===== config.mk =====
export PLATFORM = sky130hd
export DESIGN_NAME = synth_poly
export DESIGN_NICKNAME = d
export VERILOG_FILES = /design/src/rtl/synth_pkg.sv /design/src/rtl/synth_voice_env.sv /design/src/rtl/synth_poly.sv
export SDC_FILE = /design/constraint.sdc
export NUM_CORES = 1
export LEC_CHECK = 0
export ABC_AREA = 1
export BUFFER_PORTS_ARGS = -buffer_cell sky130_fd_sc_hd__buf_2
export CAP_MARGIN = 0
export CORE_ASPECT_RATIO = 1.1
export CORE_MARGIN = 1
export CORE_UTILIZATION = 48
export CTS_BUF_LIST = sky130_fd_sc_hd__clkbuf_16
export CTS_CLUSTER_DIAMETER = 150
export CTS_CLUSTER_SIZE = 8
export DETAILED_ROUTE_END_ITERATION = 12
export GPL_TIMING_DRIVEN = 0
export HOLD_SLACK_MARGIN = 0.06
export MAX_ROUTING_LAYER = met4
export SYNTH_ARGS = -nofsm -noshare
export SYNTH_HDL_FRONTEND = slang
export SYNTH_HIERARCHICAL = 1
export SYNTH_SLANG_ARGS = --single-unit

===== constraint.sdc =====
create_clock -name clk -period 9.5 [get_ports clk]
set_clock_uncertainty 0.15 [all_clocks]
set_input_delay 1.9 -clock clk [delete_from_list [all_inputs] [get_ports clk]]
set_output_delay 1.9 -clock clk [all_outputs]
set_load 0.005 [all_outputs]

===== src/rtl/synth_pkg.sv =====
// Shared types and the 8-bit oscillator shaper for the polyphonic synth core.
package synth_pkg;

  typedef enum logic [2:0] {IDLE, ATTACK, DECAY, SUSTAIN, RELEASE} env_state_t;

  localparam logic [1:0] WAVE_SAW = 2'b00;
  localparam logic [1:0] WAVE_SQR = 2'b01;
  localparam logic [1:0] WAVE_TRI = 2'b10;

  // p is the top 9 phase bits; code 2'b11 falls back to saw
  function automatic logic [7:0] osc_sample(input logic [8:0] p, input logic [1:0] wave);
    case (wave)
      WAVE_SQR: osc_sample = {8{p[8]}};
      WAVE_TRI: osc_sample = p[8] ? ~p[7:0] : p[7:0];
      default:  osc_sample = p[8:1];
    endcase
  endfunction

endpackage


===== src/rtl/synth_voice_env.sv =====
// One voice envelope: ADSR state machine plus saturating envelope register.
module synth_voice_env
  import synth_pkg::*;
#(
  parameter int unsigned ENV_W = 8
) (
  input  logic             clk,
  input  logic             rst,
  input  logic             tick,
  input  logic             start,
  input  logic             clear,
  input  logic             rel,
  input  logic [ENV_W-1:0] ai,
  input  logic [ENV_W-1:0] di,
  input  logic [ENV_W-1:0] s,
  input  logic [ENV_W-1:0] ri,
  output env_state_t       state,
  output logic [ENV_W-1:0] env
);

  localparam logic [ENV_W-1:0] ENV_MAX = '1;

  logic [ENV_W:0]   att_sum;
  logic             att_top;
  logic             dec_done;
  logic [ENV_W-1:0] dec_val;
  logic             rel_done;
  logic [ENV_W-1:0] rel_val;

  // Saturating next values for each ramping phase
  always_comb begin
    att_sum  = {1'b0, env} + {1'b0, ai};
    att_top  = (ai == '0) || (att_sum >= {1'b0, ENV_MAX});
    dec_done = (di == '0) || (env <= s) || ((env - s) <= di);
    dec_val  = dec_done ? s : env - di;
    rel_done = (ri == '0) || (env <= ri);
    rel_val  = rel_done ? '0 : env - ri;
  end

  // Events take priority over the envelope tick for this voice
  always_ff @(posedge clk or negedge rst) begin
    if (!rst) begin
      state <= IDLE;
      env   <= '0;
    end else if (start) begin
      state <= ATTACK;
      if (clear) env <= '0;
    end else if (rel) begin
      state <= RELEASE;
    end else if (tick) begin
      case (state)
        ATTACK: begin
          env <= att_top ? ENV_MAX : att_sum[ENV_W-1:0];
          if (att_top) state <= DECAY;
        end
        DECAY: begin
          env <= dec_val;
          if (dec_done) state <= SUSTAIN;
        end
        SUSTAIN: env <= s;
        RELEASE: begin
          env <= rel_val;
          if (rel_done) state <= IDLE;
        end
        default: ;
      endcase
    end
  end

endmodule


===== src/rtl/synth_poly.sv =====
// N-voice synth core: voice allocator, per-voice phase/envelope, serial MAC scan and saturation.
module synth_poly
  import synth_pkg::*;
#(
  parameter int unsigned VOICES  = 4,
  parameter int unsigned PHASE_W = 24,
  parameter int unsigned ENV_W   = 8,
  parameter int unsigned TAG_W   = 7,
  parameter int unsigned OUT_W   = 16
) (
  input  logic               clk,
  input  logic               rst,
  input  logic               sample_en,
  input  logic               adsr_tick,
  input  logic               ev_valid,
  output logic               ev_ready,
  input  logic               ev_on,
  input  logic [TAG_W-1:0]   ev_tag,
  input  logic [PHASE_W-1:0] ev_inc,
  input  logic [1:0]         wave_sel,
  input  logic [ENV_W-1:0]   adsr_ai,
  input  logic [ENV_W-1:0]   adsr_di,
  input  logic [ENV_W-1:0]   adsr_s,
  input  logic [ENV_W-1:0]   adsr_ri,
  output logic [OUT_W-1:0]   out_data,
  output logic               out_valid,
  output logic [VOICES-1:0]  voice_busy,
  output logic               overrun
);

  localparam int unsigned IDX_W = $clog2(VOICES);
  localparam int unsigned CNT_W = $clog2(VOICES + 2);
  localparam int unsigned MUL_W = ENV_W + 8;
  localparam int unsigned SUM_W = MUL_W + $clog2(VOICES) + 1;
  localparam int unsigned ACC_W = (SUM_W > OUT_W) ? SUM_W : OUT_W + 1;

  logic [PHASE_W-1:0] phase_q [VOICES];
  logic [PHASE_W-1:0] inc_q   [VOICES];
  logic [TAG_W-1:0]   tag_q   [VOICES];
  env_state_t         v_state [VOICES];
  logic [ENV_W-1:0]   v_env   [VOICES];

  logic [IDX_W-1:0]  steal_ptr;
  logic              rdy_q;
  logic              scan_busy;
  logic [CNT_W-1:0]  scan_cnt;
  logic [1:0]        wave_q;
  logic [ACC_W-1:0]  acc;

  logic              accept;
  logic [VOICES-1:0] hit;
  logic              hit_any;
  logic [IDX_W-1:0]  hit_idx;
  logic              free_any;
  logic [IDX_W-1:0]  free_idx;
  logic [IDX_W-1:0]  tgt_idx;
  logic              steal;
  logic [VOICES-1:0] v_start;
  logic [VOICES-1:0] v_clear;
  logic [VOICES-1:0] v_rel;

  logic [IDX_W-1:0]  cur;
  logic              proc;
  logic              cur_live;
  logic [7:0]        osc_o;
  logic [MUL_W-1:0]  prod;
  logic [ACC_W-1:0]  acc_nxt;
  logic [OUT_W-1:0]  sat_out;

  // Events are held off for the whole scan, including the sample_en cycle itself
  assign ev_ready = rdy_q & ~scan_busy & ~sample_en;
  assign accept   = ev_valid & ev_ready;

  // Allocation: tag match first, then lowest free voice, else the steal pointer
  always_comb begin
    hit      = '0;
    hit_idx  = '0;
    free_any = 1'b0;
    free_idx = '0;
    for (int i = VOICES - 1; i >= 0; i--) begin
      if (v_state[i] != IDLE && tag_q[i] == ev_tag) begin
        hit[i]  = 1'b1;
        hit_idx = IDX_W'(i);
      end
      if (v_state[i] == IDLE) begin
        free_any = 1'b1;
        free_idx = IDX_W'(i);
      end
    end
    hit_any = |hit;
    tgt_idx = hit_any ? hit_idx : (free_any ? free_idx : steal_ptr);
    steal   = accept & ev_on & ~hit_any & ~free_any;
    for (int i = 0; i < VOICES; i++) begin
      v_start[i]    = accept & ev_on & (tgt_idx == IDX_W'(i));
      v_clear[i]    = v_start[i] & ~hit_any;
      v_rel[i]      = accept & ~ev_on & hit[i];
      voice_busy[i] = (v_state[i] != IDLE);
    end
  end

  for (genvar g = 0; g < VOICES; g++) begin : g_voice
    synth_voice_env #(.ENV_W(ENV_W)) u_env (
      .clk   (clk),
      .rst   (rst),
      .tick  (adsr_tick),
      .start (v_start[g]),
      .clear (v_clear[g]),
      .rel   (v_rel[g]),
      .ai    (adsr_ai),
      .di    (adsr_di),
      .s     (adsr_s),
      .ri    (adsr_ri),
      .state (v_state[g]),
      .env   (v_env[g])
    );
  end

  // Shared multiplier datapath for the voice selected by the scan counter
  always_comb begin
    cur      = IDX_W'(scan_cnt - CNT_W'(1));
    proc     = scan_busy && (scan_cnt <= CNT_W'(VOICES));
    cur_live = proc && (v_state[cur] != IDLE);
    osc_o    = osc_sample(phase_q[cur][PHASE_W-1 -: 9], wave_q);
    prod     = MUL_W'(osc_o) * MUL_W'(v_env[cur]);
    acc_nxt  = acc + (cur_live ? ACC_W'(prod) : '0);
    sat_out  = (|acc_nxt[ACC_W-1:OUT_W]) ? '1 : acc_nxt[OUT_W-1:0];
  end

  always_ff @(posedge clk or negedge rst) begin
    if (!rst) begin
      for (int i = 0; i < VOICES; i++) begin
        phase_q[i] <= '0;
        inc_q[i]   <= '0;
        tag_q[i]   <= '0;
      end
      steal_ptr <= '0;
      rdy_q     <= 1'b0;
      scan_busy <= 1'b0;
      scan_cnt  <= '0;
      wave_q    <= WAVE_SAW;
      acc       <= '0;
      out_data  <= '0;
      out_valid <= 1'b0;
      overrun   <= 1'b0;
    end else begin
      rdy_q     <= 1'b1;
      out_valid <= 1'b0;
      if (accept && ev_on) begin
        inc_q[tgt_idx] <= ev_inc;
        if (!hit_any) begin
          phase_q[tgt_idx] <= '0;
          tag_q[tgt_idx]   <= ev_tag;
        end
        if (steal) begin
          steal_ptr <= (steal_ptr == IDX_W'(VOICES - 1)) ? '0 : steal_ptr + IDX_W'(1);
        end
      end
      if (scan_busy) begin
        if (sample_en) overrun <= 1'b1;
        if (proc) begin
          if (cur_live) phase_q[cur] <= phase_q[cur] + inc_q[cur];
          acc      <= acc_nxt;
          scan_cnt <= scan_cnt + CNT_W'(1);
          if (scan_cnt == CNT_W'(VOICES)) begin
            out_data  <= sat_out;
            out_valid <= 1'b1;
          end
        end else begin
          scan_busy <= 1'b0;
          scan_cnt  <= '0;
        end
      end else if (sample_en) begin
        wave_q    <= wave_sel;
        acc       <= '0;
        scan_cnt  <= CNT_W'(1);
        scan_busy <= 1'b1;
      end
    end
  end

endmodule


==> qor.csv, run 1 <==
metric,value,unit
status,completed,
synth-xor-area-share,0.0244,
ys.flop_type,dfrtp_1,
synth-simple-area-share,0.354,
routabilityCongestion,0.988,
synth_area_leaders,"dfrtp_1 27%, nand2_1 16%, ha_1 10%, inv_1 7.5%, nand3_1 6.3%",
hold_class,register to register,
wl,96800,µm
required,9.81,ns
syn_area,29100,µm²
crit_path_start_kind,register,
cts_tree,done,
start_util,0.486,
fin_nets,4847,
worstMarginPinSlew,0.842,ns
synth_cell_types,53,
syn_inst,4343,
synth_nets,4706,
final_area,32000,µm²
ctsHoldBuffers,0,
clk_latency,0.60,ns
clock_sinks,310,
drt_iter0_drc,2262,
ys_warn_count,6,
r2r_cells,43,
fin_tns_setup,0,ns
period_share,0.932,
htreeDepth,2,
grt_pass1_vias,27200,
async_flop_share,1.00,
grt_max_degree,102,
post_dp_cell_area,30600,µm²
synth_top_cell_by_area,dfrtp_1,
wire_per_inst,18.4,µm
synth_fa_ha_area_frac,0.139,
root_buffer,clkbuf_16,
floorplan.die_area,61700,µm²
ant_nets,0,
synth_edf_count,0,
die_h,260,µm
timing.max_cap.violations,0,
crit_path_end,out_data[5],
synth_top_family_by_area,simple AND/OR/NAND/NOR gates,
reg2reg_to,out_data[5],
drt_first_pass_iters,5,
cts_buffer_depth,3,
synth_top_area_share,0.266,
final_common_cell,nand2_1,
fp-row-count,94,
drc,0,
path_class,register to register,
die_w,237,µm
hold_viol,0,
cpMaxStageDelayCell,fa_1,
critical-path-max-stage-delay,0.55,ns
synth-seq-cells,310,
viasPerCell,5.42,
grt_overflow,0,
max_freq,113,MHz
dr_total_vias,28500,
r2r-start,scan_cnt[0],
ios,94,
period_minus_slack,8.85,ns
setup_viol,0,
min_delay_path_depth,1,
cp-startpoint,scan_cnt[0],
worst_setup_path_end_kind,register,
cts_buffers,44,
clk_pin_slew,0.05,ns
final_cell_mix,"1233 x nand2_1, 579 x inv_1, 416 x nor2_1, 363 x nand3_1, 310 x dfrtp_1",
arrival,9.17,ns
grt_pass1_wl,151000,µm
drive_gt1_frac,0.101,
grtUsageTotal,0.325,
yosysSeqAreaShare,0.266,
rsz0062_at_grt,no,
cpMostUsedCell,nand2_1,
diodes,0,
relSlewSlack,0.433,
hpwl,74700,µm
finalMaxSlewViolations,0,
synthMuxAreaShare,0,
avgSynthCellArea,6.70,µm²
crit_fanout,20,
synth_compound_area_frac,0.117,
numPortBuffers,92,
core,59900,µm²
syn_to_final_growth,10.0,%
reg2reg_setup_slack,0.65,ns
grt_antenna_before_repair,0,
-- logic make-up after synthesis --
kind of cell | count (synthesis)
buf+inv | 727
simple gates | 2318
compound gates | 614
flops | 310
other cells | 1
xor+xnor | 81
fa+ha+maj | 292
-- per-stage QoR --
stage | utilization | instances | hold slack (ns) | worst slack, ns
after detailed placement | 0.512 | 5206 | 0.301 | -1.58
after global routing | 0.535 | 5253 | 0.340 | 0.0118
after global placement | 0.510 | 5203 | 0.290 | -1.52
after floorplan | - | 4343 | 0.298 | 1.08
after CTS | 0.534 | 5254 | 0.311 | 0.0124
final | 0.535 | 5253 | 0.307 | 0.646
-- Yosys cell counts, types with 40 or more instances --
cell type,instances
nand2_2,40
o21ai_1,43
fa_1,54
ha_1,238
dfrtp_1,310
nand2_1,1239
o21ai_0,271
xor2_1,48
nand3_1,364
a21oi_1,162
clkbuf_1,49
or2_2,47
nor2_1,416
o22ai_1,43
nand4_1,79
inv_1,581
-- how the worst min path moves through the flow --
stage,start,to,slack [ns]
2_1_floorplan,inc_q[53],inc_q[53],0.30
3_3_place_gp,overrun,overrun,0.29
3_5_place_dp,overrun,overrun,0.30
4_1_cts,overrun,overrun,0.31
5_1_grt,overrun,overrun,0.34
6_report,overrun,overrun,0.31
-- flip-flops by register name (all words and copies together) (netlist names) --
register	flops
acc	19
g_voice.u_env/env	32
g_voice.u_env/state	12
inc_q	96
out_data	16
out_valid	1
overrun	1
phase_q	96
rdy_q	1
scan_busy	1
scan_cnt	3
steal_ptr	2
tag_q	28
wave_q	2
-- critical path, delay by kind of cell (launching register included) --
family	cells	cell delay [ns]
AOI/OAI and AO/OA	4	0.83
adders and majority gates	7	3.00
buffers and inverters	15	2.43
DFF	1	0.43
and+or+nand+nor	17	1.82
-- metal layers --
metal | wire (µm) | global-route usage | vias to the layer above
li1 | - | - | 14300
met1 | 41200 | 0.395 | 13200
met2 | 45800 | 0.545 | 816
met3 | 4920 | 0.0330 | 231
met4 | 4860 | 0.146 | 0
met5 | 0 | - | -
-- repair_timing --
item | CTS | global route
endpoints found under the setup margin | 26 | 21
hold endpoints to repair | 0 | 0
buffers inserted | 2 | 0
resized for setup | 29 | 20
-- area by class of cell --
cell class	count	area, µm²
sequential	310	7760
clock inverter	3	50.0
fill	6202	27800
buffer	103	562
inverter	622	2340
timing repair buffer	97	568
tap	768	961
clock buffer	44	1100
multi-input combinational	3306	18700
Power of run 1 is not shown: default switching activity piles up to over one toggle a cycle in this logic, so the estimate is an artifact.
==> inputs of run 2 (changes only) <==
- CTS_CLUSTER_DIAMETER: 150 -> unset
- GPL_TIMING_DRIVEN: 0 -> 1
==> qor.csv, run 2 (same netlist as run 1, synthesis figures left out) <==
metric,value,unit,change
top_regs,"inc_q: 96 flops, phase_q: 96 flops, g_voice.u_env/env: 32 flops",,
clock_sinks,310,,unchanged
grt_max_degree,95,,-6.9%
relSlewSlack,0.268,,-0.165
ant_nets,0,,unchanged
crit_path_end,out_data[13],,
crit_fanout,22,,+10%
grtUsageMet1,0.382,,-0.0134
r2r_cells,40,,-7.0%
required,9.81,ns,about the same
path_class,register to register,,
crit_path_start_kind,register,,
postLayoutCoreUtil,0.526,,-0.00851
viasPerCell,5.38,,-0.78%
cts.repair.resized,0,,-100%
gr-usage-met2,0.522,,-0.0230
cts_tree,done,,
root_buffer,clkbuf_16,,
worst_setup_path_end_kind,register,,
whs,0.328,ns,+0.0209 ns
cts_buffers,45,,+2.3%
worstMarginPinSlew,1.10,ns,+0.255 ns
clk_pin_slew,0.05,ns,about the same
cp-startpoint,scan_cnt[0],,
critical-path-max-stage-delay,0.56,ns,about the same
hpwl,67600,µm,-9.5%
grtUsageTotal,0.305,,-0.0199
fp-row-count,94,,unchanged
cts_buffer_depth,3,,unchanged
r2r-start,scan_cnt[0],,
grt_pass1_wl,145000,µm,-4.3%
ctsHoldBuffers,0,,unchanged
final_cell_mix,"1239 x nand2_1, 583 x inv_1, 415 x nor2_1, 364 x nand3_1, 309 x dfrtp_1",,
routabilityCongestion,0.968,,-2.0%
period_share,0.902,,-0.0303
grt_antenna_before_repair,2,,+2
timing.max_cap.violations,0,,unchanged
status,completed,,
cp_num_cells,40,,-7.0%
finalMaxSlewViolations,0,,unchanged
floorplan.die_area,61700,µm²,unchanged
path_buf_inv,10,,-5
fillCellCount,6182,,-0.32%
drt_first_pass_iters,6,,+1
cpMaxStageDelayCell,fa_1,,
drc,0,,unchanged
max_freq,117,MHz,+3.4%
period_minus_slack,8.57,ns,-0.288 ns
grt_use_met3,0.0272,,-0.00582
cpMostUsedCell,nand2_1,,
critPathTopFamily,adder cells,,
grt_overflow,0,,unchanged
wl,90400,µm,-6.6%
setup_viol,0,,unchanged
cts_setup_buffers,0,,-2
htreeDepth,2,,unchanged
reg2reg_to,out_data[13],,
numPortBuffers,93,,+1.1%
clk_latency,0.59,ns,about the same
arrival,8.87,ns,-0.30 ns
fin_nets,4776,,-1.5%
die_h,260,µm,unchanged
hold_viol,0,,unchanged
drt_iter0_drc,1700,,-25%
core,59900,µm²,unchanged
hold_class,register to register,,
final_common_cell,nand2_1,,
fin_tns_setup,0,ns,unchanged
die_w,237,µm,unchanged
wire_per_inst,17.4,µm,-5.5%
dr_total_vias,27900,,-2.0%
ios,94,,unchanged
grt_pass1_vias,26500,,-2.5%
syn_to_final_growth,8.25,%,
reg2reg_setup_slack,0.93,ns,+0.29 ns
drive_gt1_frac,0.0943,,-0.00644
busiest_layer,met2,,
start_util,0.486,,unchanged
rsz0062_at_grt,no,,
run 2: changes by cell type in the layout (fill, tap and decap cells not counted), moves of 6 or more:
cell / before / now
nand2_1: 1233 / 1239
buf_4: 13 / 33
buf_6: 9 / 2
a32oi_1: 2 / 12
a32oi_4: 7 / 0
buf_2: 119 / 92
clkbuf_1: 49 / 0
run 2: routing by layer:
| layer | wire [µm] | up-vias |
|---|---|---|
| met4 | 2970 | 0 |
| met2 | 44000 | 676 |
| met5 | 0 | - |
| met1 | 39900 | 13000 |
| met3 | 3610 | 145 |
| li1 | - | 14100 |
run 2: worst min path at each step:
| stage | from | end | slack [ns] | cells after the start |
|---|---|---|---|---|
| 6_report | inc_q[69] | inc_q[69] | 0.33 | 2 |
| 3_3_place_gp | inc_q[63] | inc_q[63] | 0.31 | 2 |
| 5_1_grt | inc_q[23] | inc_q[23] | 0.35 | 2 |
| 4_1_cts | inc_q[23] | inc_q[23] | 0.33 | 2 |
| 2_1_floorplan | inc_q[53] | inc_q[53] | 0.30 | 2 |
| 3_5_place_dp | inc_q[23] | inc_q[23] | 0.32 | 2 |
run 2: tightest hold or removal path: cells and delay by family, from the launching register on:
family | cells | cell delay (ns)
DFF | 1 | 0.33
AOI/OAI and AO/OA | 1 | 0.06
and+or+nand+nor | 1 | 0.05
run 2: metrics by stage:
step                area (µm²)  instances  setup slack, ns
floorplan                29100       4343             1.08
global placement         30300       5134            0.954
detailed placement       30300       5134            0.900
CTS                      31500       5188            0.866
global route             31500       5190           0.0895
finish                   31500       5190            0.934
run 2: layout make-up:
type	instances	area (µm²)	share of cell area
tap	768	961	0.0305
antenna	2	5.00	0.000159
multi-input combinational	3306	18500	0.587
sequential	310	7760	0.246
clock inverter	9	85.1	0.00270
inverter	622	2340	0.0743
timing repair buffer	128	746	0.0237
clock buffer	45	1130	0.0357
Power of run 2 is left out for the same reason.
